--- src/rtl/cpu_pkg.sv ---
// Shared core constants: instruction width, default fetch address width and
// the opcode encodings used by decode/branch consumers.
package cpu_pkg;

    localparam int unsigned INSTR_W = 32;
    localparam int unsigned ADDR_W  = 12;
    localparam int unsigned OP_W    = 6;

    typedef enum logic [OP_W-1:0] {
        OP_R   = 6'h00,
        OP_J   = 6'h02,
        OP_BEQ = 6'h04,
        OP_LI  = 6'h0F,
        OP_LW  = 6'h23,
        OP_SW  = 6'h2B
    } opcode_e;

    function automatic logic [OP_W-1:0] opcode_of(input logic [INSTR_W-1:0] word);
        return word[INSTR_W-1 -: OP_W];
    endfunction

endpackage

--- src/rtl/instr_prefetch_unit_pkg.sv ---
// Prefetch-unit local parameters and the credit counter sizing helper.
package instr_prefetch_unit_pkg;

    localparam int unsigned DEPTH_DEF = 4;

    // Counters must hold 0..DEPTH inclusive.
    function automatic int unsigned cnt_width(input int unsigned depth);
        return $clog2(depth) + 1;
    endfunction

endpackage

--- src/rtl/instr_prefetch_unit_if.sv ---
// Fetch-side bus bundle: instruction RAM request/response, redirect and decode handshake.
interface instr_prefetch_unit_if #(
    parameter int unsigned ADDR_W = cpu_pkg::ADDR_W
);
    logic                        imem_req_valid;
    logic                        imem_req_ready;
    logic [ADDR_W-1:0]           imem_req_addr;
    logic                        imem_rsp_valid;
    logic [cpu_pkg::INSTR_W-1:0] imem_rsp_data;
    logic                        redirect_valid;
    logic [ADDR_W-1:0]           redirect_pc;
    logic                        inst_valid;
    logic                        inst_ready;
    logic [cpu_pkg::INSTR_W-1:0] inst_data;
    logic [ADDR_W-1:0]           inst_pc;

    modport master (
        output imem_req_valid, imem_req_addr, inst_valid, inst_data, inst_pc,
        input  imem_req_ready, imem_rsp_valid, imem_rsp_data,
               redirect_valid, redirect_pc, inst_ready
    );

    modport slave (
        input  imem_req_valid, imem_req_addr, inst_valid, inst_data, inst_pc,
        output imem_req_ready, imem_rsp_valid, imem_rsp_data,
               redirect_valid, redirect_pc, inst_ready
    );
endinterface

--- src/rtl/instr_prefetch_unit_fifo.sv ---
// In-order prefetch buffer: DEPTH entries of {pc, word}, with synchronous flush.
module instr_prefetch_unit_fifo
    import instr_prefetch_unit_pkg::*;
#(
    parameter int unsigned DEPTH = DEPTH_DEF,
    parameter int unsigned WIDTH = 44
) (
    input  logic                          clk,
    input  logic                          rst_n,
    input  logic                          push_i,
    input  logic [WIDTH-1:0]              wdata_i,
    input  logic                          pop_i,
    input  logic                          flush_i,
    output logic [WIDTH-1:0]              rdata_o,
    output logic [cnt_width(DEPTH)-1:0]   count_o,
    output logic                          full_o,
    output logic                          empty_o
);
    localparam int unsigned PTR_W = $clog2(DEPTH);
    localparam int unsigned CNT_W = cnt_width(DEPTH);

    logic [WIDTH-1:0] mem_q [DEPTH];
    logic [PTR_W-1:0] wr_ptr_q, wr_ptr_d;
    logic [PTR_W-1:0] rd_ptr_q, rd_ptr_d;
    logic [CNT_W-1:0] count_q, count_d;
    logic             do_push, do_pop;

    assign full_o  = (count_q == CNT_W'(DEPTH));
    assign empty_o = (count_q == '0);
    assign count_o = count_q;
    assign rdata_o = mem_q[rd_ptr_q];

    // A push into a full buffer is only honoured when the head leaves the same cycle.
    assign do_pop  = pop_i && !empty_o;
    assign do_push = push_i && (!full_o || do_pop);

    always_comb begin
        wr_ptr_d = wr_ptr_q;
        rd_ptr_d = rd_ptr_q;
        count_d  = count_q;
        if (flush_i) begin
            wr_ptr_d = '0;
            rd_ptr_d = '0;
            count_d  = '0;
        end else begin
            if (do_push) wr_ptr_d = wr_ptr_q + PTR_W'(1);
            if (do_pop)  rd_ptr_d = rd_ptr_q + PTR_W'(1);
            count_d = count_q + CNT_W'(do_push) - CNT_W'(do_pop);
        end
    end

    always_ff @(posedge clk or negedge rst_n) begin
        if (!rst_n) begin
            wr_ptr_q <= '0;
            rd_ptr_q <= '0;
            count_q  <= '0;
            for (int unsigned i = 0; i < DEPTH; i++) mem_q[i] <= '0;
        end else begin
            wr_ptr_q <= wr_ptr_d;
            rd_ptr_q <= rd_ptr_d;
            count_q  <= count_d;
            if (do_push && !flush_i) mem_q[wr_ptr_q] <= wdata_i;
        end
    end

endmodule

--- src/rtl/instr_prefetch_unit.sv ---
// Fetch stage: credit-limited instruction RAM reads, in-order buffering with PC,
// and redirect flush that discards every response already in flight.
module instr_prefetch_unit
    import instr_prefetch_unit_pkg::*;
#(
    parameter int unsigned       ADDR_W   = cpu_pkg::ADDR_W,
    parameter int unsigned       DEPTH    = DEPTH_DEF,
    parameter logic [ADDR_W-1:0] RESET_PC = '0
) (
    input logic                  clk,
    input logic                  rst_n,
    instr_prefetch_unit_if.master bus
);
    localparam int unsigned INSTR_W = cpu_pkg::INSTR_W;
    localparam int unsigned CNT_W   = cnt_width(DEPTH);
    localparam int unsigned SUM_W   = CNT_W + 1;
    localparam int unsigned ENTRY_W = ADDR_W + INSTR_W;

    logic                rst_done_q;
    logic [ADDR_W-1:0]   fetch_pc_q, fetch_pc_d;
    logic [ADDR_W-1:0]   rsp_pc_q, rsp_pc_d;
    logic [CNT_W-1:0]    outstanding_q, outstanding_d;
    logic [CNT_W-1:0]    drop_cnt_q, drop_cnt_d;

    logic [CNT_W-1:0]    fifo_count;
    logic                fifo_full, fifo_empty;
    logic [ENTRY_W-1:0]  fifo_rdata;

    logic req_valid_c, req_hs, rsp_drop, push, pop, redirect;

    assign redirect = bus.redirect_valid;

    // Buffered plus in-flight words never exceed DEPTH, so a response always has a slot.
    assign req_valid_c = rst_done_q &&
                         ((SUM_W'(fifo_count) + SUM_W'(outstanding_q)) < SUM_W'(DEPTH));
    assign req_hs      = req_valid_c && bus.imem_req_ready;
    assign rsp_drop    = bus.imem_rsp_valid && (drop_cnt_q != '0);
    assign push        = bus.imem_rsp_valid && (drop_cnt_q == '0) && !redirect;
    assign pop         = !fifo_empty && bus.inst_ready && !redirect;

    assign bus.imem_req_valid = req_valid_c;
    assign bus.imem_req_addr  = fetch_pc_q;
    assign bus.inst_valid     = !fifo_empty;
    assign {bus.inst_pc, bus.inst_data} = fifo_rdata;

    always_comb begin
        fetch_pc_d    = fetch_pc_q;
        rsp_pc_d      = rsp_pc_q;
        drop_cnt_d    = drop_cnt_q;
        outstanding_d = outstanding_q + CNT_W'(req_hs) - CNT_W'(bus.imem_rsp_valid);
        if (redirect) begin
            // Everything still owed by the RAM after this edge belongs to the old stream.
            fetch_pc_d = bus.redirect_pc;
            rsp_pc_d   = bus.redirect_pc;
            drop_cnt_d = outstanding_d;
        end else begin
            if (req_hs)   fetch_pc_d = fetch_pc_q + ADDR_W'(1);
            if (push)     rsp_pc_d   = rsp_pc_q + ADDR_W'(1);
            if (rsp_drop) drop_cnt_d = drop_cnt_q - CNT_W'(1);
        end
    end

    always_ff @(posedge clk or negedge rst_n) begin
        if (!rst_n) begin
            rst_done_q    <= 1'b0;
            fetch_pc_q    <= RESET_PC;
            rsp_pc_q      <= RESET_PC;
            outstanding_q <= '0;
            drop_cnt_q    <= '0;
        end else begin
            rst_done_q    <= 1'b1;
            fetch_pc_q    <= fetch_pc_d;
            rsp_pc_q      <= rsp_pc_d;
            outstanding_q <= outstanding_d;
            drop_cnt_q    <= drop_cnt_d;
        end
    end

    instr_prefetch_unit_fifo #(
        .DEPTH (DEPTH),
        .WIDTH (ENTRY_W)
    ) u_fifo (
        .clk     (clk),
        .rst_n   (rst_n),
        .push_i  (push),
        .wdata_i ({rsp_pc_q, bus.imem_rsp_data}),
        .pop_i   (pop),
        .flush_i (redirect),
        .rdata_o (fifo_rdata),
        .count_o (fifo_count),
        .full_o  (fifo_full),
        .empty_o (fifo_empty)
    );

    a_no_overflow: assert property (@(posedge clk) disable iff (!rst_n)
        !(push && fifo_full && !pop));
    a_drop_bound: assert property (@(posedge clk) disable iff (!rst_n)
        drop_cnt_q <= outstanding_q);

endmodule

--- src/flat_wrapper.sv ---
// flat-port wrapper written by rule: the top's interface ports become plain ports
module instr_prefetch_unit_flat import instr_prefetch_unit_pkg::*;
#(
    parameter int unsigned       ADDR_W   = cpu_pkg::ADDR_W,
    parameter int unsigned       DEPTH    = DEPTH_DEF,
    parameter logic [ADDR_W-1:0] RESET_PC = '0
)
  (clk, rst_n, bus_imem_req_valid, bus_imem_req_addr, bus_inst_valid, bus_inst_data, bus_inst_pc, bus_imem_req_ready, bus_imem_rsp_valid, bus_imem_rsp_data, bus_redirect_valid, bus_redirect_pc, bus_inst_ready);
  instr_prefetch_unit_if #(.ADDR_W(ADDR_W)) bus_i ();
  input logic clk;
  input logic rst_n;
  output wire logic [$bits(bus_i.imem_req_valid)-1:0] bus_imem_req_valid;
  output wire logic [$bits(bus_i.imem_req_addr)-1:0] bus_imem_req_addr;
  output wire logic [$bits(bus_i.inst_valid)-1:0] bus_inst_valid;
  output wire logic [$bits(bus_i.inst_data)-1:0] bus_inst_data;
  output wire logic [$bits(bus_i.inst_pc)-1:0] bus_inst_pc;
  input wire logic [$bits(bus_i.imem_req_ready)-1:0] bus_imem_req_ready;
  input wire logic [$bits(bus_i.imem_rsp_valid)-1:0] bus_imem_rsp_valid;
  input wire logic [$bits(bus_i.imem_rsp_data)-1:0] bus_imem_rsp_data;
  input wire logic [$bits(bus_i.redirect_valid)-1:0] bus_redirect_valid;
  input wire logic [$bits(bus_i.redirect_pc)-1:0] bus_redirect_pc;
  input wire logic [$bits(bus_i.inst_ready)-1:0] bus_inst_ready;
  assign bus_imem_req_valid = bus_i.imem_req_valid;
  assign bus_imem_req_addr = bus_i.imem_req_addr;
  assign bus_inst_valid = bus_i.inst_valid;
  assign bus_inst_data = bus_i.inst_data;
  assign bus_inst_pc = bus_i.inst_pc;
  assign bus_i.imem_req_ready = bus_imem_req_ready;
  assign bus_i.imem_rsp_valid = bus_imem_rsp_valid;
  assign bus_i.imem_rsp_data = bus_imem_rsp_data;
  assign bus_i.redirect_valid = bus_redirect_valid;
  assign bus_i.redirect_pc = bus_redirect_pc;
  assign bus_i.inst_ready = bus_inst_ready;
  instr_prefetch_unit #(.ADDR_W(ADDR_W), .DEPTH(DEPTH), .RESET_PC(RESET_PC)) u_core (.clk(clk), .rst_n(rst_n), .bus(bus_i));
endmodule
--- config.mk ---
export PLATFORM = sky130hd
export DESIGN_NAME = instr_prefetch_unit_flat
export DESIGN_NICKNAME = d
export VERILOG_FILES = /design/src/rtl/cpu_pkg.sv /design/src/rtl/instr_prefetch_unit_pkg.sv /design/src/rtl/instr_prefetch_unit_if.sv /design/src/rtl/instr_prefetch_unit_fifo.sv /design/src/rtl/instr_prefetch_unit.sv /design/src/flat_wrapper.sv
export SDC_FILE = /design/constraint.sdc
export NUM_CORES = 1
export LEC_CHECK = 0
export CORE_UTILIZATION = 45
export DETAILED_ROUTE_END_ITERATION = 8
export PLACE_DENSITY = 0.66
export SETUP_SLACK_MARGIN = 0.5
export SLEW_MARGIN = 20
export SYNTH_ARGS = -nofsm -noshare
export SYNTH_HDL_FRONTEND = slang
export SYNTH_SLANG_ARGS = --single-unit
--- constraint.sdc ---
create_clock -name clk -period 2.1 [get_ports clk]
set_input_delay 0.315 -clock clk [delete_from_list [all_inputs] [get_ports clk]]
set_output_delay 0.315 -clock clk [all_outputs]
set_load 0.005 [all_outputs]
==> impl_metrics.env, run 1 <==
export IMPL_cts_buffer_depth=3
export IMPL_clkTransAtPathRegs_ns=0.06
export IMPL_io_pins=108
export IMPL_hold_ws_ns=0.3369
export IMPL_cp_common_cell="buf_6"
export IMPL_rows=54
export IMPL_cts_root_buf="clkbuf_16"
export IMPL_critPathRequiredTime_ns=1.78
export IMPL_area_growth_pct=49.87
export IMPL_io_buffers=107
export IMPL_maxSlewHeadroom=0.6502
export IMPL_fin_crit_ns=2.431
export IMPL_seqPwrFrac=0.340
export IMPL_path_class="flip-flop to output port"
export IMPL_max_stage_delay_ns=0.52
export IMPL_drtIter0Drc=286
export IMPL_p_per_area_mw_per_mm2=1152
export IMPL_rsz0062_at_grt="true"
export IMPL_top_layer="met4"
export IMPL_share_comb_of_total_power=0.408
export IMPL_gp_congestion=0.7814
export IMPL_die_area_mm2=0.02269
export IMPL_max_freq_mhz=411.3
export IMPL_antenna_found_initial=0
export IMPL_initial_core_util=0.4569
export IMPL_setup_viol=232
export IMPL_cp_max_fo=5
export IMPL_post_synth_top_area_fraction=0.5387
export IMPL_status="finished with violations"
export IMPL_synth_edf_count=0
export IMPL_worst_slack_ns=-0.3312
export IMPL_tightest_slew_ns=0.5235
export IMPL_final_common_cell="dfrtp_1"
export IMPL_drt_vias_per_instance=5.432
export IMPL_overflow=0
export IMPL_dr_wl_met3_mm=1.075
export IMPL_die_y_um=150.6
export IMPL_fin_crit_sh=1.158
export IMPL_synth_cells=641
export IMPL_cts_htree_levels=1
export IMPL_internal_power_mw=12.27
export IMPL_synth_largest_area_cell="dfrtp_1"
export IMPL_grt_pass1_wl_mm=41.65
export IMPL_syn_nets=707
export IMPL_violations="negative setup slack"
export IMPL_cp_start_kind="flip-flop"
export IMPL_drt_wl_total_mm=26.76
export IMPL_die_w_um=150.6
export IMPL_cp_arrival_ns=2.12
export IMPL_cp_num_buf_inv=5
export IMPL_p_sw_frac=0.2850
export IMPL_hp_class="input port to asynchronous set/reset pin"
export IMPL_drv_slew=0
export IMPL_path_cells="buf_6 -> buf_6 -> buf_12 -> buf_16 -> mux4_2 -> buf_2"
export IMPL_fill_cells=1450
export IMPL_clock_skew_ns=0.01451
export IMPL_cp_slowest_cell="dfrtp_4"
export IMPL_wl_met2_mm=13.04
export IMPL_first_pass_iters=6
export IMPL_cp_top_family="buffers and inverters"
export IMPL_peakVddDrop_v=0.0006200
export IMPL_route_detailed_drc=0
export IMPL_ant_nets=0
export IMPL_clockPowerShare=0.252
export IMPL_routedWlPerCell_um=22.60
export IMPL_route_vias_total=6431
export IMPL_synth_seq_cells=214
export IMPL_ys_seq_area_frac=0.5387
export IMPL_cts_sinks=214
export IMPL_drive_gt1_frac=0.5830
export IMPL_maxCapViolCount=0
export IMPL_placedCellCount=1044
export IMPL_coreArea_mm2=0.02176
export IMPL_cts_tree="yes"
export IMPL_fin_nets=952
export IMPL_numCtsBuffers=24
export IMPL_ys_async_sr_fraction=1.000
export IMPL_end_kind="output port"
export IMPL_layout_cells_most_common_list="dfrtp_1 (207), mux2_4 (183), buf_6 (56), clkdlybuf4s50_1 (48)"
export IMPL_ys_flop_type="dfrtp_1"
export IMPL_stdcell_count=1184
export IMPL_met1_length_mm=12.03
export IMPL_grtUsageTotal=0.2436
export IMPL_place_hpwl_mm=15.46
export IMPL_yosysWarnings=0
export IMPL_yosys_top_cells_area="dfrtp_1 (54%), mux2_2 (18%), mux4_2 (10%), mux2_1 (3.2%), buf_6 (1.8%)"
export IMPL_clock_latency_ns=0.52
export IMPL_leakagePower_nw=6.753
export IMPL_grt_pass1_vias=7276
export IMPL_postSynthAreaPerCell_um2=15.51
export IMPL_diodes=0
export IMPL_grt_max_degree=56
export IMPL_switchingPower_mw=4.894
export IMPL_mappedNetlistArea_mm2=0.009941
export IMPL_hold_viol=0
export IMPL_synth_cell_types=49
stage by stage:
step	utilization	power (mW)	setup WS (ns)	area, um2	TNS (ns)
3_5_place_dp	0.5758	11.78	-0.4055	12530	-21.95
4_1_cts	0.6718	16.79	-0.3808	14620	-33.48
3_3_place_gp	0.5758	11.56	-0.2980	12530	-17.35
6_report	0.6848	17.17	-0.3312	14900	-36.13
2_1_floorplan	-	9.159	-0.06562	10790	-0.1519
5_1_grt	0.6848	18.01	-0.3794	14900	-48.10
synthesized netlist by cell type, types with 2 or more instances:
cell type  number
nand2_1        10
nand4_1         8
buf_4           4
clkbuf_1        9
nor3_1          2
mux2_2        160
inv_1          14
a31oi_1         3
a21oi_1         6
mux2i_1         3
and2_1          4
or3_1           4
buf_2           6
and3_1          5
dfrtp_1       214
nor3_4          2
xor2_1         15
a41oi_1         2
fa_1            2
nand3_1         7
ha_1           14
and4_1          4
buf_6          16
nor4b_4         2
nor2_1         11
nand2b_1        2
o31a_1          2
buf_1           3
nor4_1          2
mux4_2         44
a21boi_0        2
o21ai_0         6
xnor2_1        10
mux2_1         28
final cells by class:
| class | count | area, um2 | share of cell area |
|---|---|---|---|
| Timing Repair Buffer | 258 | 3068 | 0.2059 |
| Clock buffer | 33 | 694.4 | 0.04661 |
| Tap cell | 280 | 350.3 | 0.02352 |
| Sequential cell | 214 | 5366 | 0.3602 |
| Clock inverter | 11 | 127.6 | 0.008566 |
| Inverter | 15 | 63.81 | 0.004283 |
| Multi-Input combinational cell | 373 | 5228 | 0.3509 |
routing by layer:
metal  track usage  up-vias
li1              -     2851
met1        0.3288     3402
met2        0.4030      138
met3       0.04030       40
met4       0.07500        0
met5             0        -
what timing repair did:
item                       4_1_cts  5_1_grt
setup endpoints to repair      264      257
pin swaps                       33       22
hold buffers                     1        0
gates resized for setup        263       53
setup buffers                   64       11
hold endpoints to repair        51        0
gates cloned                    19        1
power groups by stage:
| stage | clock network (mW) | logic [mW] | registers [mW] |
|---|---|---|---|
| floorplan | 0 | 3.54 | 5.62 |
| global placement | 0 | 5.78 | 5.78 |
| detailed placement | 0 | 5.91 | 5.87 |
| CTS | 4.41 | 6.58 | 5.81 |
| global route | 4.57 | 7.50 | 5.94 |
| finish | 4.32 | 7.01 | 5.84 |
path summary, 6_finish.rpt:
path                                                        from                                 endpoint  slack, ns  depth (start not counted)
max reg2reg                   u_core.u_fifo.count_o[2]$_DFF_PN0_       u_core.u_fifo.count_o[1]$_DFF_PN0_      -0.27                         13
max in group asynchronous                                  rst_n      u_core.u_fifo.mem_q[28]$_DFFE_PN0P_       1.07                          3
max                        u_core.u_fifo.rd_ptr_q[0]$_DFFE_PN0P_                           bus_inst_pc[6]      -0.33                          6
min                                                        rst_n      u_core.u_fifo.mem_q[10]$_DFFE_PN0P_       0.34                          2
min in group clk                              bus_redirect_pc[2]  u_core.bus.imem_req_addr[2]$_DFFE_PN0P_       0.42                          2
min reg2reg                  u_core.u_fifo.mem_q[94]$_DFFE_PN0P_      u_core.u_fifo.mem_q[94]$_DFFE_PN0P_       0.51                          1
state kept, by name (all words and copies together) (netlist names):
register	flops
u_core.rsp_pc_q	12
u_core.outstanding_q	3
u_core.u_fifo.rd_ptr_q	2
u_core.u_fifo.count_o	3
u_core.rst_done_q	1
u_core.drop_cnt_q	3
u_core.bus.imem_req_addr	12
u_core.u_fifo.wr_ptr_q	2
u_core.u_fifo.mem_q	176
logic make-up (layout without fill, tap and decap cells):
group / after synthesis / count (layout) / synth area share
AOI/OAI and AO/OA: 23 / 23 / 0.01448
xor gates and xnor gates: 25 / 25 / 0.02203
adders and majority gates: 16 / 16 / 0.02165
buffers and inverters: 54 / 317 / 0.03574
DFF: 214 / 214 / 0.5387
muxes: 235 / 235 / 0.3157
other: 1 / 1 / 0.0003772
and+or+nand+nor: 73 / 73 / 0.05135
worst reg2reg max path, cell delays in order (launching register included):
cell	delay [ns]
dfrtp_2	0.44
buf_6	0.13
buf_6	0.11
buf_6	0.10
nor4b_4	0.13
nor3_4	0.16
buf_6	0.14
inv_6	0.04
ha_4	0.24
inv_4	0.06
ha_4	0.12
inv_2	0.03
fa_2	0.51
nor2_1	0.05
Note: power is estimated with default switching activity, not from simulation.
==> run 2, diff against run 1 <==
--- a/config.mk
+++ b/config.mk
@@ -5,6 +5,7 @@
 export SDC_FILE = /design/constraint.sdc
 export NUM_CORES = 1
 export LEC_CHECK = 0
+export CORE_MARGIN = 8
 export CORE_UTILIZATION = 45
 export DETAILED_ROUTE_END_ITERATION = 8
 export PLACE_DENSITY = 0.66
==> impl_metrics.env, run 2 (synthesis results as in run 1) <==
export IMPL_maxSlewHeadroom=0.6505
export IMPL_cts_tree="yes"
export IMPL_clock_latency_ns=0.51
export IMPL_drt_vias_per_instance=5.540
export IMPL_critPathRequiredTime_ns=1.78
export IMPL_grt_max_degree=62
export IMPL_p_per_area_mw_per_mm2=1146
export IMPL_fill_cells=1453
export IMPL_drive_gt1_frac=0.5745
export IMPL_antenna_found_initial=0
export IMPL_internal_power_mw=11.96
export IMPL_finalPower_mw=16.65
export IMPL_maxCapViolCount=0
export IMPL_clock_skew_ns=0.01071
export IMPL_max_freq_mhz=426.6
export IMPL_fin_crit_ns=2.344
export IMPL_die_y_um=164.6
export IMPL_grt_pass1_wl_mm=42.57
export IMPL_layout_cells_most_common_list="dfrtp_1 (207), mux2_4 (185), clkdlybuf4s50_1 (48), buf_4 (46), mux4_2 (44)"
export IMPL_die_w_um=164.6
export IMPL_cts_htree_levels=1
export IMPL_rsz0062_at_grt="true"
export IMPL_cp_max_fo=6
export IMPL_final_common_cell="dfrtp_1"
export IMPL_routedWlPerCell_um=22.62
export IMPL_place_hpwl_mm=16.15
export IMPL_io_buffers=107
export IMPL_largest_register_ffs=176
export IMPL_drv_slew=0
export IMPL_diodes=0
export IMPL_regMostFlops="u_core.u_fifo.mem_q"
export IMPL_ant_nets=0
export IMPL_io_pins=108
export IMPL_share_comb_of_total_power=0.401
export IMPL_peakVddDrop_v=0.0007005
export IMPL_overflow=0
export IMPL_die_area_mm2=0.02710
export IMPL_coreArea_mm2=0.02176
export IMPL_fin_nets=930
export IMPL_hp_class="input port to asynchronous set/reset pin"
export IMPL_worst_slack_ns=-0.2442
export IMPL_leakagePower_nw=6.595
export IMPL_setup_tns_ns=-6.601
export IMPL_cp_arrival_ns=2.03
export IMPL_first_pass_iters=6
export IMPL_multi_input_area_mm2=0.005233
export IMPL_seq_area_mm2=0.005366
export IMPL_cp_start_kind="flip-flop"
export IMPL_route_vias_total=6421
export IMPL_violations="negative setup slack"
export IMPL_clkTransAtPathRegs_ns=0.06
export IMPL_clockPowerShare=0.250
export IMPL_grtUsageTotal=0.2002
export IMPL_fin_crit_sh=1.116
export IMPL_gp_congestion=0.8063
export IMPL_initial_core_util=0.4569
export IMPL_drtIter0Drc=279
export IMPL_end_kind="output port"
export IMPL_area_growth_pct=46.07
export IMPL_route_detailed_drc=0
export IMPL_cts_sinks=214
export IMPL_path_class="flip-flop to output port"
export IMPL_status="finished with violations"
export IMPL_rows=54
export IMPL_setup_viol=54
export IMPL_cts_buffer_depth=3
export IMPL_hold_viol=0
export IMPL_cts_root_buf="clkbuf_16"
export IMPL_p_sw_frac=0.2814
export IMPL_numCtsBuffers=24
export IMPL_drt_wl_total_mm=26.21
export IMPL_tightest_slew_ns=0.5242
export IMPL_switchingPower_mw=4.684
export IMPL_dp_slack_ns=-0.3328
export IMPL_seqPwrFrac=0.349
export IMPL_hold_ws_ns=0.3529
export IMPL_grt_pass1_vias=7346
[run 2: timing repair]
| item | 4_1_cts | 5_1_grt |
|---|---|---|
| hold endpoints to repair | 55 | 0 |
| cloned | 15 | 0 |
| pin swaps | 32 | 27 |
| hold buffers | 1 | 0 |
| gates resized for setup | 268 | 37 |
| setup buffers | 44 | 10 |
| setup endpoints to repair | 264 | 254 |
[run 2: metrics by stage]
| stage | cells | cell area, um2 | util |
|---|---|---|---|
| 2_1_floorplan | 641 | 10790 | - |
| 3_3_place_gp | 1048 | 12540 | 0.5766 |
| 3_5_place_dp | 1048 | 12540 | 0.5766 |
| 4_1_cts | 1149 | 14300 | 0.6575 |
| 5_1_grt | 1159 | 14520 | 0.6674 |
| 6_report | 1159 | 14520 | 0.6674 |
[run 2: power groups by stage]
| stage | Clock (mW) | Sequential (mW) | Combinational, mW |
|---|---|---|---|
| after floorplan | 0 | 5.62 | 3.54 |
| after global placement | 0 | 5.78 | 5.88 |
| after detailed placement | 0 | 5.86 | 6.01 |
| after CTS | 4.24 | 5.80 | 6.46 |
| after global routing | 4.40 | 5.93 | 7.15 |
| final | 4.16 | 5.81 | 6.67 |
[run 2: layout make-up]
cell class / count / area share
Tap cell: 280 / 0.02413
Clock buffer: 35 / 0.05050
Inverter: 15 / 0.004050
Timing Repair Buffer: 236 / 0.1874
Multi-Input combinational cell: 373 / 0.3604
Clock inverter: 6 / 0.003964
Sequential cell: 214 / 0.3696
[run 2: final timing paths]
path / start / to / slack (ns) / cells after the start
min in group clk: bus_redirect_pc[2] / u_core.bus.imem_req_addr[2]$_DFFE_PN0P_ / 0.44 / 2
hold reg to reg: u_core.u_fifo.mem_q[74]$_DFFE_PN0P_ / u_core.u_fifo.mem_q[74]$_DFFE_PN0P_ / 0.51 / 1
setup / recovery: u_core.u_fifo.rd_ptr_q[0]$_DFFE_PN0P_ / bus_inst_pc[6] / -0.24 / 5
setup reg to reg: u_core.u_fifo.count_o[1]$_DFF_PN0_ / u_core.u_fifo.count_o[2]$_DFF_PN0_ / -0.12 / 12
hold / removal: rst_n / u_core.u_fifo.mem_q[11]$_DFFE_PN0P_ / 0.35 / 2
max in group asynchronous: rst_n / u_core.u_fifo.mem_q[92]$_DFFE_PN0P_ / 0.96 / 3
[run 2: layer usage]
| layer | part of all wire | wire length (um) | global-route usage |
|---|---|---|---|
| met3 | 0.046 | 1195 | 0.03290 |
| met2 | 0.50 | 12980 | 0.3407 |
| met5 | 0 | 0 | 0 |
| met4 | 0.020 | 527 | 0.04464 |
| met1 | 0.44 | 11510 | 0.2648 |
[run 2: critical path, stage by stage, from the launching register on]
cell	delay, ns
dfrtp_4	0.51
buf_12	0.16
buf_12	0.13
buf_12	0.13
mux4_2	0.44
buf_2	0.15
